### config.mk
export PLATFORM = sky130hd
export DESIGN_NAME = bcd_share_arb_flat
export DESIGN_NICKNAME = d
export VERILOG_FILES = /design/src/rtl/bcd_share_arb_if.sv /design/src/rtl/bcd_share_arb.sv /design/src/flat_wrapper.sv
export SDC_FILE = /design/constraint.sdc
export NUM_CORES = 1
export LEC_CHECK = 0
export CAP_MARGIN = 10
export CORE_ASPECT_RATIO = 1.25
export CORE_MARGIN = 2
export CORE_UTILIZATION = 44
export DETAILED_ROUTE_END_ITERATION = 6
export GPL_ROUTABILITY_DRIVEN = 0
export MAX_ROUTING_LAYER = met4
export PLACE_DENSITY = 0.88
export SYNTH_ARGS = -nofsm -noshare
export SYNTH_HDL_FRONTEND = slang
export SYNTH_SLANG_ARGS = --single-unit
### constraint.sdc
create_clock -name clk -period 2.9 [get_ports clk]
set_input_delay 0.87 -clock clk [delete_from_list [all_inputs] [get_ports clk]]
set_output_delay 0.87 -clock clk [all_outputs]
set_load 0.02 [all_outputs]
### src/rtl/bcd_share_arb_if.sv
// Bundle between the game counters, the shared-converter arbiter and the binary-to-BCD converter.
// slave = arbiter view, master = requester/converter side.
interface bcd_share_arb_if #(
    parameter int NREQ = 3
);
    logic [NREQ-1:0]   req;
    logic [NREQ*8-1:0] bin_in;
    logic [NREQ-1:0]   gnt;
    logic              valid;
    logic [11:0]       bcd_out;
    logic              err;
    logic              conv_start;
    logic [7:0]        conv_bin;
    logic              conv_done;
    logic [11:0]       conv_bcd;

    modport slave (
        input  req, bin_in, conv_done, conv_bcd,
        output gnt, valid, bcd_out, err, conv_start, conv_bin
    );

    modport master (
        output req, bin_in, conv_done, conv_bcd,
        input  gnt, valid, bcd_out, err, conv_start, conv_bin
    );
endinterface

### src/rtl/bcd_share_arb.sv
// Round-robin sharing of one binary-to-BCD converter among NREQ display counters,
// with a timeout that returns err=1 and zero digits if the converter stalls.
module bcd_share_arb #(
    parameter int NREQ    = 3,
    parameter int TIMEOUT = 16
) (
    input  logic             clk,
    input  logic             rst_n,
    bcd_share_arb_if.slave   bus
);
    localparam int IW = $clog2(NREQ);
    localparam int TW = $clog2(TIMEOUT + 1);

    typedef enum logic [1:0] {IDLE, START, WAIT, RESP} state_t;

    state_t          state_q, state_d;
    logic [IW-1:0]   ptr_q, ptr_d;
    logic [IW-1:0]   idx_q, idx_d;
    logic [7:0]      bin_q, bin_d;
    logic [11:0]     bcd_q, bcd_d;
    logic            err_q, err_d;
    logic [TW-1:0]   timer_q, timer_d;

    logic [NREQ-1:0][7:0] bin_arr;
    logic                 found;
    logic [IW-1:0]        win;
    logic [NREQ-1:0]      gnt;
    logic                 valid;
    logic                 conv_start;

    assign bin_arr = bus.bin_in;

    // Search starts one past the last winner, so the last-served requester ranks lowest.
    always_comb begin
        int j;
        found = 1'b0;
        win   = '0;
        j     = 0;
        for (int off = 1; off <= NREQ; off++) begin
            j = int'(ptr_q) + off;
            if (j >= NREQ) j = j - NREQ;
            if (!found && bus.req[IW'(j)]) begin
                found = 1'b1;
                win   = IW'(j);
            end
        end
    end

    always_ff @(posedge clk or negedge rst_n) begin
        if (!rst_n) begin
            state_q <= IDLE;
            ptr_q   <= IW'(NREQ - 1);
            idx_q   <= '0;
            bin_q   <= '0;
            bcd_q   <= '0;
            err_q   <= 1'b0;
            timer_q <= '0;
        end else begin
            state_q <= state_d;
            ptr_q   <= ptr_d;
            idx_q   <= idx_d;
            bin_q   <= bin_d;
            bcd_q   <= bcd_d;
            err_q   <= err_d;
            timer_q <= timer_d;
        end
    end

    always_comb begin
        state_d = state_q;
        ptr_d   = ptr_q;
        idx_d   = idx_q;
        bin_d   = bin_q;
        bcd_d   = bcd_q;
        err_d   = err_q;
        timer_d = timer_q;
        case (state_q)
            IDLE: begin
                if (found) begin
                    idx_d   = win;
                    bin_d   = bin_arr[win];
                    state_d = START;
                end
            end
            START: begin
                timer_d = '0;
                state_d = WAIT;
            end
            WAIT: begin
                if (bus.conv_done) begin
                    bcd_d   = bus.conv_bcd;
                    err_d   = 1'b0;
                    state_d = RESP;
                end else if (timer_q == TW'(TIMEOUT - 1)) begin
                    bcd_d   = '0;
                    err_d   = 1'b1;
                    state_d = RESP;
                end else begin
                    timer_d = timer_q + 1'b1;
                end
            end
            RESP: begin
                ptr_d   = idx_q;
                state_d = IDLE;
            end
            default: state_d = IDLE;
        endcase
    end

    always_comb begin
        gnt        = '0;
        valid      = 1'b0;
        conv_start = 1'b0;
        case (state_q)
            START: conv_start = 1'b1;
            RESP: begin
                valid      = 1'b1;
                gnt[idx_q] = 1'b1;
            end
            default: ;
        endcase
    end

    assign bus.gnt        = gnt;
    assign bus.valid      = valid;
    assign bus.conv_start = conv_start;
    assign bus.conv_bin   = bin_q;
    assign bus.bcd_out    = bcd_q;
    assign bus.err        = err_q;
endmodule

### src/flat_wrapper.sv
// flat-port wrapper written by rule: the top's interface ports become plain ports
module bcd_share_arb_flat 
#(
    parameter int NREQ    = 3,
    parameter int TIMEOUT = 16
)
  (clk, rst_n, bus_req, bus_bin_in, bus_conv_done, bus_conv_bcd, bus_gnt, bus_valid, bus_bcd_out, bus_err, bus_conv_start, bus_conv_bin);
  bcd_share_arb_if #(.NREQ(NREQ)) bus_i ();
  input  logic clk;
  input  logic rst_n;
  input wire logic [$bits(bus_i.req)-1:0] bus_req;
  input wire logic [$bits(bus_i.bin_in)-1:0] bus_bin_in;
  input wire logic [$bits(bus_i.conv_done)-1:0] bus_conv_done;
  input wire logic [$bits(bus_i.conv_bcd)-1:0] bus_conv_bcd;
  output wire logic [$bits(bus_i.gnt)-1:0] bus_gnt;
  output wire logic [$bits(bus_i.valid)-1:0] bus_valid;
  output wire logic [$bits(bus_i.bcd_out)-1:0] bus_bcd_out;
  output wire logic [$bits(bus_i.err)-1:0] bus_err;
  output wire logic [$bits(bus_i.conv_start)-1:0] bus_conv_start;
  output wire logic [$bits(bus_i.conv_bin)-1:0] bus_conv_bin;
  assign bus_i.req = bus_req;
  assign bus_i.bin_in = bus_bin_in;
  assign bus_i.conv_done = bus_conv_done;
  assign bus_i.conv_bcd = bus_conv_bcd;
  assign bus_gnt = bus_i.gnt;
  assign bus_valid = bus_i.valid;
  assign bus_bcd_out = bus_i.bcd_out;
  assign bus_err = bus_i.err;
  assign bus_conv_start = bus_i.conv_start;
  assign bus_conv_bin = bus_i.conv_bin;
  bcd_share_arb #(.NREQ(NREQ), .TIMEOUT(TIMEOUT)) u_core (.clk(clk), .rst_n(rst_n), .bus(bus_i));
endmodule
==> impl_metrics.py <==
metrics = {
    "sta": {
        "hold_ws_ns": 0.493,
        "slew_viol_final": 0,
        "tns_ns": 0,
        "rsz0062_at_grt": "no",
        "relSlewSlack_pct": 65.6,
        "worst_pin_slew_ns": 0.515,
        "layout_min_cycle_time_ns": 2.66,
        "period_share_pct": 91.8,
        "setup_viol": 0,
        "fmax_mhz": 375,
        "hold_viol_final": 0,
        "layout_setup_ws_ns": 0.237,
        "fin_skew_ns": 0.00735,
    },
    "floorplanning": {
        "design.core.area_mm2": 0.00407,
        "fp.dieW_um": 61.9,
        "fp.dieArea_mm2": 0.00472,
        "io_pins": 68,
        "rows": 26,
        "start_util_pct": 45.3,
        "die_h_um": 76.3,
    },
    "synthesis": {
        "syn_nets": 230,
        "ys_seq_area_share_pct": 43.5,
        "synth_top_area_share_pct": 42.1,
        "synth_edf_count": 0,
        "yosysWarnings": 0,
        "ys.flop_type": "dfrtp_1",
        "synth_area_mm2": 0.00184,
        "yosys-top-cells-area": "dfrtp_1 (42%), ha_1 (6.8%), a22o_1 (5.7%), mux2i_1 (4.3%), nand2_1 (4.3%)",
        "yosysTopAreaCell": "dfrtp_1",
        "postSynthAreaPerCell_um2": 10.3,
        "synth-async-reset-ratio_pct": 100,
        "synthCells": 178,
        "ys_seq_elements": 32,
        "yosysUniqueCellTypes": 50,
    },
    "flow_run": {
        "timing.max_cap.violations": 0,
    },
    "critical_path": {
        "crit_path_max_fanout": 7,
        "endpoint_kind": "output pin",
        "critPathLaunchType": "flop",
        "path_buf_inv": 1,
        "crit_chain": "ha_1 > nor3b_1 > clkdlybuf4s50_1",
        "crit_family": "buffers and inverters",
        "critPathKind": "flop to output pin",
        "critPathArrivalTime_ns": 1.79,
        "cp.required_ns": 2.03,
        "slowest_stage": "clkdlybuf4s50_1",
        "cp_slowest_stage_delay_ns": 0.63,
    },
    "power": {
        "p_leak_nw": 1.19,
        "max-vdd-ir-drop_mv": 0.530,
        "power_density_mw_per_mm2": 1110,
    },
    "global_route": {
        "grtUsageTotal_pct": 21.6,
        "grt_pass1_vias": 1642,
        "grt_pass1_wl_um": 7540,
        "grt_antenna_before_repair": 0,
        "grt-ovfl-total": 0,
        "grt_max_degree": 33,
    },
    "cells_and_area": {
        "final_common_cell": "clkdlybuf4s50_1",
        "nets": 301,
        "syn2layout_area_growth_pct": 45.7,
        "mostFrequentLayoutCells": "clkdlybuf4s50_1 (67), dfrtp_1 (31), nand2_1 (21), inv_1 (16), a22o_1 (12)",
        "n_antenna_cell": 0,
        "drive_gt1_share_pct": 8.40,
    },
    "clock_tree": {
        "clk_pin_slew_ns": 0.07,
        "htree_levels": 2,
        "cts_root_buffer": "clkbuf_8",
        "cts_buffers": 5,
        "cts_tree": "yes",
        "clock_sink_count": 32,
        "cts_setup_buffers": 0,
        "clkLatencyLatePin_ns": 0.29,
        "clockBufferDepth": 2,
    },
    "routing": {
        "vias": 1634,
        "drt_wl_total_um": 4510,
        "viasPerCell": 5.34,
        "drt_iter0_drc": 114,
        "routedWlPerCell_um": 14.7,
        "dr.pass1.iters": 4,
        "ant_nets": 0,
        "route.detailed.drc": 0,
    },
    "hold_path": {
        "hold_class": "flop to flop",
    },
    "place": {
        "port_buffers": 67,
        "hpwl_um": 3310,
        "pre_cts_slack_ns": 0.0273,
    },
    "status": {
        "status": "finished, final reports clean",
    },
}
==> repair_timing <==
action	CTS	global route
endpoints found under the setup margin	0	8
hold buffers	0	0
gates resized for setup	0	1
==> power by group <==
group | total, mW | switching (mW) | leakage [nW] | internal [mW]
logic | 1.74 | 0.887 | 0.733 | 0.852
clock network | 0.424 | 0.169 | 0.0552 | 0.255
registers | 0.812 | 0.153 | 0.401 | 0.659
==> logic make-up (layout without fill, tap and decap cells) <==
group | count (synthesis) | in the layout | synth area share (%)
mux | 12 | 12 | 7.00
compound gates | 49 | 49 | 21.9
xor+xnor | 3 | 3 | 1.43
simple gates | 48 | 48 | 13.5
flops | 32 | 32 | 43.5
buf+inv | 24 | 96 | 5.84
fa+ha+maj | 10 | 10 | 6.79
==> metrics by stage <==
step,util [%],total power [mW],std cells,area (µm²)
after global placement,63.3,2.50,298,2570
final,66.0,2.97,306,2680
after global routing,66.0,3.19,306,2680
after detailed placement,63.3,2.55,298,2570
after floorplan,-,1.96,178,1840
after CTS,65.9,3.00,306,2680
==> cells in the mapped netlist, types with 2 or more instances <==
cell type and number:
a221o_1 2, a22o_1 12, a32oi_1 2, and3b_1 2, buf_2 2, buf_4 2
clkbuf_1 3, dfrtp_1 31, ha_1 10, inv_1 16, mux2_2 2, mux2i_1 8
nand2_1 21, nand2b_1 7, nand3_1 2, nor2_1 4, nor2b_1 3, o21a_1 2
o21ai_0 8, o221ai_1 7, o31ai_1 2, xor2_1 2
==> routing by layer <==
layer	vias up	GRT usage, %	wire [µm]
li1	789	-	-
met1	789	26.2	1860
met2	49	35.2	2370
met3	7	5.77	221
met4	0	5.32	55
met5	-	-	0
==> flip-flops by register name (all words and copies together), names as in the netlist <==
name / flops
u_core.timer_q: 5
u_core.bus.conv_bin: 8
u_core.bus.bcd_out: 12
u_core.state_q: 2
u_core.bus.err: 1
u_core.ptr_q: 2
u_core.idx_q: 2
==> path summary, 6_finish.rpt <==
kind | from | to | slack, ns | cells past startpoint
max | u_core.state_q[0] | bus_gnt[0] | 0.24 | 3
min | u_core.bus.conv_bin[0] | u_core.bus.conv_bin[0] | 0.49 | 2
max reg2reg | u_core.ptr_q[1] | u_core.bus.conv_bin[5] | 0.33 | 7
min reg2reg | u_core.bus.conv_bin[0] | u_core.bus.conv_bin[0] | 0.49 | 2
max in group asynchronous | rst_n | u_core.ptr_q[1] | 1.60 | 2
min in group asynchronous | rst_n | u_core.ptr_q[0] | 0.98 | 2
==> worst reg2reg max path: stages (launching register included) <==
cell and delay (ns):
dfstp_2 0.54, inv_1 0.07, ha_2 0.49, inv_1 0.16
o32a_1 0.38, a211oi_1 0.30, nand2_1 0.27, o221ai_1 0.27
==> layout make-up <==
type	count	area, µm²
multi-input cells	122	935
clock buffers	6	72.6
repair buffers	72	708
inverters	16	60.1
flip-flops and latches	32	802
clock inverters	2	35.0
fillers	337	1380
well taps	56	70.1
Power figures use the tool's default switching activity.
